**src/rtl/instruction_fetch_unit.sv**
```systemverilog
// rtl/instruction_fetch_unit.sv - PC owner and fetch FIFO feeding decode over valid/ready
//
// Ports:
//   Clk, Reset                    clock, synchronous active-high reset
//   ImemAddress / ImemInstruction word index out, combinational instruction word back
//   IfValid, IfInstr, IfPC,       head of the fetch FIFO; instr/pc read 0 while empty
//   IfPCPlus4
//   IdReady                       decode accepts the head this cycle
//   BranchTaken, BranchTarget     redirect pulse and byte target (low two bits ignored)
//   PerfFetchCount,               saturating push / stall counters, present only when
//   PerfStallCount                FETCH_PERF_EN is defined
module instruction_fetch_unit #(
    parameter logic [31:0] RESET_PC   = 32'h0000_0000,
    parameter int          DEPTH      = 2,
    parameter int          IMEM_WORDS = 128
) (
    input  logic        Clk,
    input  logic        Reset,
    output logic [31:0] ImemAddress,
    input  logic [31:0] ImemInstruction,
    output logic        IfValid,
    output logic [31:0] IfInstr,
    output logic [31:0] IfPC,
    output logic [31:0] IfPCPlus4,
    input  logic        IdReady,
    input  logic        BranchTaken,
    input  logic [31:0] BranchTarget
`ifdef FETCH_PERF_EN
    ,
    output logic [31:0] PerfFetchCount,
    output logic [31:0] PerfStallCount
`endif
);

    localparam int PW = (DEPTH > 1) ? $clog2(DEPTH) : 1;
    localparam int CW = $clog2(DEPTH) + 1;

    logic [31:0]   pc_q, pc_d;
    logic [CW-1:0] count_q, count_d;
    logic [PW-1:0] rd_ptr_q, rd_ptr_d;
    logic [PW-1:0] wr_ptr_q, wr_ptr_d;
    logic [31:0]   fifo_instr_q [DEPTH];
    logic [31:0]   fifo_instr_d [DEPTH];
    logic [31:0]   fifo_pc_q    [DEPTH];
    logic [31:0]   fifo_pc_d    [DEPTH];

    logic pop;
    logic push;

    assign IfValid   = (count_q != '0);
    assign IfInstr   = IfValid ? fifo_instr_q[rd_ptr_q] : 32'h0;
    assign IfPC      = IfValid ? fifo_pc_q[rd_ptr_q]    : 32'h0;
    assign IfPCPlus4 = IfPC + 32'd4;

    // Only the word index wraps; pc_q keeps counting through the full 32-bit space.
    assign ImemAddress = {2'b00, pc_q[31:2]} & 32'(IMEM_WORDS - 1);

    // A pop frees a slot in the same cycle, so a full FIFO can still accept.
    assign pop  = IfValid & IdReady;
    assign push = !BranchTaken & ((count_q < CW'(DEPTH)) | pop);

    always_comb begin
        pc_d         = pc_q;
        count_d      = count_q;
        rd_ptr_d     = rd_ptr_q;
        wr_ptr_d     = wr_ptr_q;
        fifo_instr_d = fifo_instr_q;
        fifo_pc_d    = fifo_pc_q;
        if (BranchTaken) begin
            // Flush wins over the pop; a head popped this cycle was already delivered.
            pc_d     = BranchTarget & 32'hFFFF_FFFC;
            count_d  = '0;
            rd_ptr_d = '0;
            wr_ptr_d = '0;
        end else begin
            if (push) begin
                fifo_instr_d[wr_ptr_q] = ImemInstruction;
                fifo_pc_d[wr_ptr_q]    = pc_q;
                wr_ptr_d               = wr_ptr_q + PW'(1);
                pc_d                   = pc_q + 32'd4;
            end
            if (pop) begin
                rd_ptr_d = rd_ptr_q + PW'(1);
            end
            count_d = count_q + CW'(push) - CW'(pop);
        end
    end

    always_ff @(posedge Clk) begin
        if (Reset) begin
            pc_q     <= RESET_PC;
            count_q  <= '0;
            rd_ptr_q <= '0;
            wr_ptr_q <= '0;
            for (int i = 0; i < DEPTH; i++) begin
                fifo_instr_q[i] <= 32'h0;
                fifo_pc_q[i]    <= 32'h0;
            end
        end else begin
            pc_q         <= pc_d;
            count_q      <= count_d;
            rd_ptr_q     <= rd_ptr_d;
            wr_ptr_q     <= wr_ptr_d;
            fifo_instr_q <= fifo_instr_d;
            fifo_pc_q    <= fifo_pc_d;
        end
    end

`ifdef FETCH_PERF_EN
    logic [31:0] perf_fetch_q, perf_fetch_d;
    logic [31:0] perf_stall_q, perf_stall_d;

    assign PerfFetchCount = perf_fetch_q;
    assign PerfStallCount = perf_stall_q;

    always_comb begin
        perf_fetch_d = perf_fetch_q;
        perf_stall_d = perf_stall_q;
        if (push && (perf_fetch_q != 32'hFFFF_FFFF)) begin
            perf_fetch_d = perf_fetch_q + 32'd1;
        end
        if (IfValid && !IdReady && (perf_stall_q != 32'hFFFF_FFFF)) begin
            perf_stall_d = perf_stall_q + 32'd1;
        end
    end

    always_ff @(posedge Clk) begin
        if (Reset) begin
            perf_fetch_q <= 32'h0;
            perf_stall_q <= 32'h0;
        end else begin
            perf_fetch_q <= perf_fetch_d;
            perf_stall_q <= perf_stall_d;
        end
    end
`endif

endmodule

```
**config.mk**
```make
export PLATFORM = sky130hd
export DESIGN_NAME = instruction_fetch_unit
export DESIGN_NICKNAME = d
export VERILOG_FILES = /design/src/rtl/instruction_fetch_unit.sv
export SDC_FILE = /design/constraint.sdc
export NUM_CORES = 1
export LEC_CHECK = 0
export BUFFER_PORTS_ARGS = -buffer_cell sky130_fd_sc_hd__buf_2
export CAP_MARGIN = 10
export CORE_ASPECT_RATIO = 2
export CORE_UTILIZATION = 45
export CTS_CLUSTER_DIAMETER = 40
export DETAILED_ROUTE_END_ITERATION = 8
export PLACE_DENSITY_LB_ADDON = 0.1
export SETUP_SLACK_MARGIN = 0.1
export SYNTH_ARGS = -nofsm -noshare
export SYNTH_HDL_FRONTEND = slang
export SYNTH_SLANG_ARGS = --single-unit
export TNS_END_PERCENT = 5
```
**constraint.sdc**
```tcl
create_clock -name Clk -period 3.15 [get_ports Clk]
set_input_delay 0.315 -clock Clk [delete_from_list [all_inputs] [get_ports Clk]]
set_output_delay 0.315 -clock Clk [all_outputs]
set_load 0.005 [all_outputs]
```
# == Yosys cells after proc, flatten, opt, wreduce, memory -nomap -nowiden ==
# Cells that the tools add are included.
# word_totals
register_bits,164
output_inout_bits,129
# classes
n_addsub,6
order_cmp,4
n_mux,14
bitwise,6
reduce_logical,6
# op_table
cell,count
2-to-1 mux 32 bit,11
bitwise mux 64 bit,2
adder 32 x 3 -> 32 bit (second input constant),2
demux 32 bit (select 1 bit),1
greater-or-equal comparator 2 bit (second input constant),2
NOT 1 -> 2 bit,2
nonzero test 2 bit,2
adder 1 bit (second input constant),2
adder 2 x 1 -> 2 bit,1
AND 1 bit,2
< comparator 2 x 1 -> 1 bit (second input constant),1
< comparator 2 bit (second input constant),1
AND reduction 2 bit,1
OR reduction 2 bit,1
subtractor 2 x 1 -> 2 bit,1
logical AND 1 bit,1
logical NOT 1 bit,1
NOT 1 bit,1
bitwise OR 1 bit,1

# == Depth between registers and ports, before layout ==
# Gate-level depths: netlist of the first run.
# depth
word_depth,6
ltp_mapped,12

# == Least setup slack after synthesis of the first run ==
# No wires, ideal clock.
# synth_path
path_type,register to output
start,register rd_ptr_q
end,output IfPCPlus4[30]
arrival_ps,2723
path_slack_ps,112
path_stages_with_launch,13
path_buffers,5
cell_sequence,dfxtp_1 -> buf_6 -> buf_12 -> buf_6 -> buf_2 -> buf_2 -> mux2i_1 -> nor2_1 -> ha_1 -> nor3b_2 -> nand4_4 -> nor4_2 -> xor2_1
# synth_between
elab_chain_cells,6
# synth_rtl
item,line_no,text
from (decl),40,"logic [PW-1:0] rd_ptr_q, rd_ptr_d;"
from (signal assigned),102,rd_ptr_q <= rd_ptr_d;
NOT 1 -> 2 bit (not written as such),52,assign IfPC = IfValid ? fifo_pc_q[rd_ptr_q] : 32'h0;
2-to-1 mux 32 bit (not written as such) (3 in series),52,
2-to-1 mux 32 bit,52,
via IfPC[3],23,"output logic [31:0] IfPC,"
adder 32 x 3 -> 32 bit,53,assign IfPCPlus4 = IfPC + 32'd4;
to (decl),24,"output logic [31:0] IfPCPlus4,"
# The timed path passes the listed nets, and every way through them passes these cells. The select of a mux whose other input is x is not followed.

# == Worst setup path in the final report of the first run ==
# layout_path
start,register rd_ptr_q
end,output IfPCPlus4[28]
# layout_between
elab_chain_cells,6
# layout_rtl
item,line_no
NOT 1 -> 2 bit (not written as such),52
2-to-1 mux 32 bit (not written as such) (3 in series),52
2-to-1 mux 32 bit,52
adder 32 x 3 -> 32 bit,53
# No other way between the ends. The select of a mux whose other input is x is not followed.

==> reports/metrics.csv, run 1 <==
stage;metric;value;unit
pwr;p_int;3.474;mW
clocking;cts_sinks;158;
synth;yosysTopAreaCell;dfxtp_1;
setup_path;critPathCaptureType;output pin;
final_layout;fillerInstances;1810;
route;firstDrtPassIters;4;
placed_design;place_congestion;0.8117;
synth;yosysUniqueCellTypes;44;
route;totalWireLength;22.47;mm
synth;synth_area;8115;um2
floorplanning;start_util;45.85;%
setup_path;worstPathRequired;2.83;ns
route;route.detailed.drc;0;
route;ant_nets;0;
timing;max_freq;337.8;MHz
pwr;p_clk_share;44.1;%
final_layout;final_nets;1259;
placed_design;io_buffers;165;
floorplanning;fp.dieW;96.96;um
timing;clock_skew;0.009429;ns
clocking;cts_hold_buf;0;
pwr;p_sw_share;26.77;%
synth;yosys_warnings;0;
synth;synthTopCellsByCount;291 x nand2_1, 158 x dfxtp_1, 133 x a21oi_1;
route;viasPerCell;5.233;
global_routing;grt_pass1_vias;6884;
floorplanning;fp.dieH;191.9;um
final_layout;areaGrowthSynthToFinish;20.55;%
pwr;switchingPower;1.270;mW
synth;synthCells;1055;
setup_path;crit_buf_inv;3;
route;routedWlPerCell;15.90;um
floorplanning;dieArea;18610;um2
synth;synth-async-reset-ratio;0;%
floorplanning;core_region_area;17700;um2
floorplanning;core.rowCount;69;
setup_path;crit_start;rd_ptr_q;
setup_path;r2r_setup_slack;0.90;ns
synth;postSynthAreaPerCell;7.692;um2
setup_path;r2r-start;pc_q[2];
setup_path;worst_setup_path_start_kind;flip-flop;
final_layout;stdcell_count;1413;
route;num_vias;7394;
pwr;ir_drop;0.3200;mV
floorplanning;io_pins;197;
setup_path;max_stage_delay;0.38;ns
final_layout;final_area;9783;um2
timing;post-route-period-util;93.98;%
pwr;power.total;4.745;mW
pwr;pwr-share-comb;10.2;%
timing;rsz0062_at_grt;yes;
global_routing;grt_pass1_wl;34.65;mm
timing;finalSetupViolCount;0;
timing;hold_viol;0;
global_routing;grt_max_degree;91;
timing;timing.hold.ws;0.1069;ns
setup_path;path_max_fanout;8;
setup_path;worstRegToRegCells;5;
setup_path;crit_slowest_cell;dfxtp_4;
placed_design;placedInstanceArea;8935;um2
clocking;cts_made_buffers;17;
run;cap_violations;0;
clocking;clk_path_buf_depth;2;
global_routing;gr-total-overflow;0;
setup_path;endpoint;IfPCPlus4[28];
clocking;clock_tree.root_cell;clkbuf_16;
placed_design;dpl_worst_slack;0.3539;ns
setup_path;path_cells;mux2i_1 > or2_2 > inv_2 > ha_4 > nor3b_4 > nand4_4 > buf_6 > nor4_4 > xor2_1 > buf_2;
timing;slew_violations;0;
clocking;clk_pin_slew_worst_paths;0.07;ns
route;drt_iter0_drc;311;
clocking;h-tree-depth;4;
setup_path;worst-setup-path-type;reg2out;
synth;synth_ff_type;dfxtp_1;
synth;synth_seq_cells;158;
global_routing;grt_usage;23.53;%
setup_path;reg2reg_to;pc_q[14];
synth;yosysTopAreaCellShare;38.98;%
pwr;p_per_area;485.0;nW/um2
synth;ys_seq_area_share;38.98;%
run_status;status;completed;
synth;synth.most_common_cell;nand2_1;
timing;fin_crit;2.960;ns
synth;synth_top_cells_by_area;dfxtp_1 39%, nand2_1 13%, a21oi_1 8.2%;
synth;synth_edf_count;0;
placed_design;dp.cells;1364;
timing;worst_slew_pin_slew;0.6135;ns
worst_hold_path;hold_path_class;in2reg;
timing;slew_headroom;59.05;%
global_routing;grt_antenna_before_repair;0;
pwr;seq_power_share;45.7;%
clocking;clock_latency;0.43;ns
final_layout;fin_util;55.28;%
setup_path;cp.depth;10;
final_layout;drive_gt1_share;22.00;%
pwr;power_leakage;3.887;nW
timing;fin_setup_tns;0;ns
placed_design;hpwl;14.56;mm
final_layout;n_antenna_cell;0;
setup_path;path_delay_family;simple AND/OR/NAND/NOR gates;
timing;setup_ws;0.1896;ns
clocking;cts_tree;done;
setup_path;arrival;2.65;ns
## sequential cells by signal, summed over array words and instances (netlist names)
signal,flops
count_q,2
fifo_instr_q,64
pc_q,30
fifo_pc_q,60
rd_ptr_q,1
wr_ptr_q,1
## worst min-delay path by stage
| stage | start | cells after the start | slack [ns] | to |
|---|---|---|---|---|
| after detailed placement | fifo_instr_q[41] | 2 | 0.45 | fifo_instr_q[41] |
| final | BranchTarget[9] | 3 | 0.11 | pc_q[9] |
| after global placement | fifo_instr_q[55] | 2 | 0.44 | fifo_instr_q[55] |
| after floorplan | fifo_instr_q[32] | 2 | 0.44 | fifo_instr_q[32] |
| after CTS | BranchTarget[9] | 3 | 0.09 | pc_q[9] |
| after global routing | BranchTarget[3] | 3 | 0.10 | pc_q[3] |
## cells by family (layout without fill, tap and decap cells)
kind of cell / count (synthesis) / in the layout / synth area share, %
flip-flops: 158 / 158 / 38.98
buffers and inverters: 121 / 238 / 8.002
XOR/XNOR: 58 / 58 / 6.260
AND/OR/NAND/NOR: 487 / 487 / 26.90
adder cells (fa/ha/maj): 4 / 4 / 0.6167
multiplexers: 66 / 66 / 8.141
other: 1 / 29 / 0.04621
AO/OA/AOI/OAI: 160 / 160 / 11.05
## timing repair
item	CTS	global route
gates cloned	0	2
endpoints found under the setup margin	17	16
gates resized for setup	9	10
pin swaps	6	7
setup buffers	7	8
## routing by layer
metal / up-vias / global-route usage (%) / wire, um
li1: 3719 / - / -
met5: - / 0 / 0
met3: 28 / 3.894 / 870
met2: 169 / 43.66 / 12150
met4: 0 / 9.701 / 432
met1: 3478 / 26.33 / 9011
## power groups by stage
stage / combinational (mW) / sequential (mW) / clock (mW)
2_1_floorplan: 0.356 / 2.18 / 0
3_3_place_gp: 0.473 / 2.21 / 0
3_5_place_dp: 0.478 / 2.21 / 0
4_1_cts: 0.482 / 2.17 / 2.14
5_1_grt: 0.542 / 2.18 / 2.22
6_report: 0.486 / 2.17 / 2.09
## layout by cell type (no fill, tap or decap), types with 6 or more instances in the layout
cell       synthesis  layout
a211oi_1          15      15
a21oi_1          133     133
buf_12             1       9
buf_2             12     164
buf_4             37      18
clkbuf_16          0      18
conb_1             1      29
dfxtp_1          158     155
inv_1             10       9
inv_6              0       6
mux2i_1           66      66
nand2_1          291     291
nand3_1           17      16
nand4_1           16      16
nor2_1            90      87
nor3_1            21      20
nor4_1            11      10
nor4_2             8       6
xnor2_1           32      32
xor2_1            26      26
## worst reg2reg max path, cell delays in order (launching register included)
cell and delay (ns):
dfxtp_1 0.49, ha_1 0.26, nand2_1 0.17, or3_1 0.61
or3_1 0.38, a311oi_1 0.25
## cell type report
class / instances / area [um2] / area share (%)
multi-input cells: 804 / 4494 / 45.94
flip-flops and latches: 158 / 3169 / 32.40
repair buffers: 196 / 1222 / 12.50
clock buffers: 18 / 439.2 / 4.489
well taps: 213 / 266.5 / 2.724
clock inverters: 14 / 153.9 / 1.573
inverters: 10 / 37.54 / 0.3837
Note: power is estimated with default switching activity, not from simulation.
==> inputs of run 2 (changes only) <==
Settings changed: PLACE_DENSITY set to 0.69, PLACE_DENSITY_LB_ADDON 0.1 to unset.
==> reports/metrics.csv, run 2 (synthesis results as in run 1) <==
stage;metric;value;unit;change
run_status;status;completed;;
pwr;power_leakage;3.897;nW;+0.26%
clocking;cts_tree;done;;
floorplanning;io_pins;197;;unchanged
run;cap_violations;0;;unchanged
timing;max_freq;332.1;MHz;-1.7%
route;viasPerCell;5.283;;+0.96%
clocking;cts_sinks;158;;unchanged
setup_path;reg2reg_to;count_q[1];;
clocking;h-tree-depth;4;;unchanged
global_routing;gr-total-overflow;0;;unchanged
timing;post-route-period-util;95.59;%;+1.6 points
route;route.detailed.drc;0;;unchanged
route;num_vias;7444;;+0.68%
pwr;ir_drop;0.3100;mV;-3.2%
timing;fin_crit;3.011;ns;+0.05075 ns
final_layout;top_regs;fifo_instr_q (64), fifo_pc_q (60), pc_q (30);;
setup_path;endpoint;IfPCPlus4[18];;
setup_path;worstRegToRegCells;10;;+5
final_layout;top_register;fifo_instr_q;;
worst_hold_path;hold_path_class;in2reg;;
timing;slew_violations;0;;unchanged
timing;finalSetupViolCount;0;;unchanged
global_routing;grt_antenna_before_repair;0;;unchanged
route;ant_nets;0;;unchanged
timing;hold_viol;0;;unchanged
global_routing;grt_max_degree;84;;-7.7%
route;routedWlPerCell;15.81;um;-0.55%
final_layout;final_nets;1255;;-0.32%
global_routing;grt_usage;23.81;%;+0.28 points
placed_design;io_buffers;165;;unchanged
timing;slew_headroom;38.22;%;-21 points
setup_path;r2r_setup_slack;0.87;ns;-0.03 ns
clocking;cts_made_buffers;17;;unchanged
pwr;p_per_area;492.2;nW/um2;+1.5%
route;drt_iter0_drc;370;;+19%
final_layout;areaGrowthSynthToFinish;20.57;%;about the same
timing;rsz0062_at_grt;yes;;
floorplanning;dieArea;18610;um2;unchanged
final_layout;largest_register_ff_count;64;;unchanged
timing;clock_skew;0.007310;ns;-0.002119 ns
worst_hold_path;hold_start;BranchTarget[3];;
final_layout;n_antenna_cell;0;;unchanged
floorplanning;core_region_area;17700;um2;unchanged
placed_design;hpwl;14.72;mm;+1.1%
timing;timing.hold.ws;0.1171;ns;+0.01018 ns
clocking;clk_pin_slew_worst_paths;0.07;ns;about the same
setup_path;path_max_fanout;6;;-2
setup_path;worst_setup_path_start_kind;flip-flop;;
timing;worst_slew_pin_slew;0.9268;ns;+0.3132 ns
route;totalWireLength;22.28;mm;-0.83%
route;firstDrtPassIters;5;;+1
final_layout;layout_commonest_cell;nand2_1;;
floorplanning;core.rowCount;69;;unchanged
final_layout;drive_gt1_share;21.99;%;about the same
clocking;clock_tree.root_cell;clkbuf_16;;
setup_path;r2r-start;count_q[1];;
setup_path;crit_start;rd_ptr_q;;
final_layout;final_cell_mix;291 x nand2_1, 164 x buf_2, 156 x dfxtp_1;;
floorplanning;fp.dieW;96.96;um;unchanged
setup_path;arrival;2.70;ns;+0.05 ns
setup_path;worst-setup-path-type;reg2out;;
clocking;clock_latency;0.43;ns;about the same
floorplanning;start_util;45.85;%;unchanged
floorplanning;fp.dieH;191.9;um;unchanged
setup_path;worstPathRequired;2.83;ns;about the same
final_layout;fillerInstances;1724;;-4.8%
placed_design;place_congestion;0.8210;;+1.1%
setup_path;critPathCaptureType;output pin;;
global_routing;grt_pass1_vias;7112;;+3.3%
global_routing;grt_pass1_wl;35.38;mm;+2.1%
clocking;clk_path_buf_depth;2;;unchanged
final_layout;fin_util;55.28;%;about the same
==> run 2: cell types whose count changed in the layout (fill, tap and decap cells not counted), moves of 2 or more <==
cell,change
buf_6,-2
buf_12,-2
nor3_2,+4
nor3_1,-4
clkinv_2,-2
clkinvlp_4,-2
a211oi_2,-2
a211oi_4,+2
clkinv_4,+2
inv_8,+2
nor4_2,-2
==> run 2: worst min-delay path by stage <==
| stage | slack, ns | to | depth (start not counted) |
|---|---|---|---|
| 6_report | 0.12 | pc_q[3] | 3 |
| 5_1_grt | 0.12 | pc_q[3] | 3 |
| 4_1_cts | 0.11 | pc_q[6] | 3 |
| 3_5_place_dp | 0.45 | fifo_instr_q[36] | 2 |
| 3_3_place_gp | 0.44 | fifo_pc_q[25] | 2 |
| 2_1_floorplan | 0.44 | fifo_instr_q[32] | 2 |
==> run 2: repair_timing <==
action	4_1_cts	5_1_grt
cloned	1	1
gates resized for setup	11	8
hold buffers	0	0
hold endpoints to repair	0	0
setup buffers	9	3
endpoints found under the setup margin	15	15
pin swaps	6	8
==> run 2: cell type report <==
type	count	area (um2)	area share [%]
clock inverter	15	198.9	2.033
multi-input combinational	805	4536	46.36
timing repair buffer	191	1152	11.78
clock buffer	17	425.4	4.348
tap	213	266.5	2.724
inverter	10	37.54	0.3836
sequential	158	3168	32.38
==> run 2: layer usage <==
layer  vias up  GRT usage, %  wire (um)
met5         -             0          0
met4         0         13.20        926
met3        60         4.076        903
met2       197         44.88      12020
met1      3463         24.62       8426
li1       3724             -          -
==> run 2: metrics by stage <==
step / setup TNS, ns / power, mW / instance area [um2] / setup slack (ns) / std cells
floorplan: 0 / 2.535 / 8220 / 0.1117 / 1083
global placement: 0 / 2.666 / 8890 / 0.3604 / 1363
detailed placement: 0 / 2.674 / 8890 / 0.2985 / 1363
CTS: 0 / 4.858 / 9689 / 0.09204 / 1405
global route: -0.008074 / 5.011 / 9784 / -0.004789 / 1409
finish: 0 / 4.816 / 9784 / 0.1389 / 1409
==> run 2: power breakdown <==
group | internal (mW) | switching, mW | total (mW)
Combinational | 0.177 | 0.296 | 0.474
Clock | 1.28 | 0.900 | 2.18
Sequential | 2.09 | 0.0813 | 2.17
Total | 3.54 | 1.28 | 4.82
==> run 2: critical path, stage by stage, from the launching register on <==
cell and delay [ns]:
dfxtp_4 0.38, mux2i_1 0.12, or2_2 0.29, inv_1 0.08, ha_2 0.21, nor3b_4 0.23, buf_12 0.15, nand4_4 0.18
nor4_4 0.32, xor2_1 0.17, buf_2 0.14
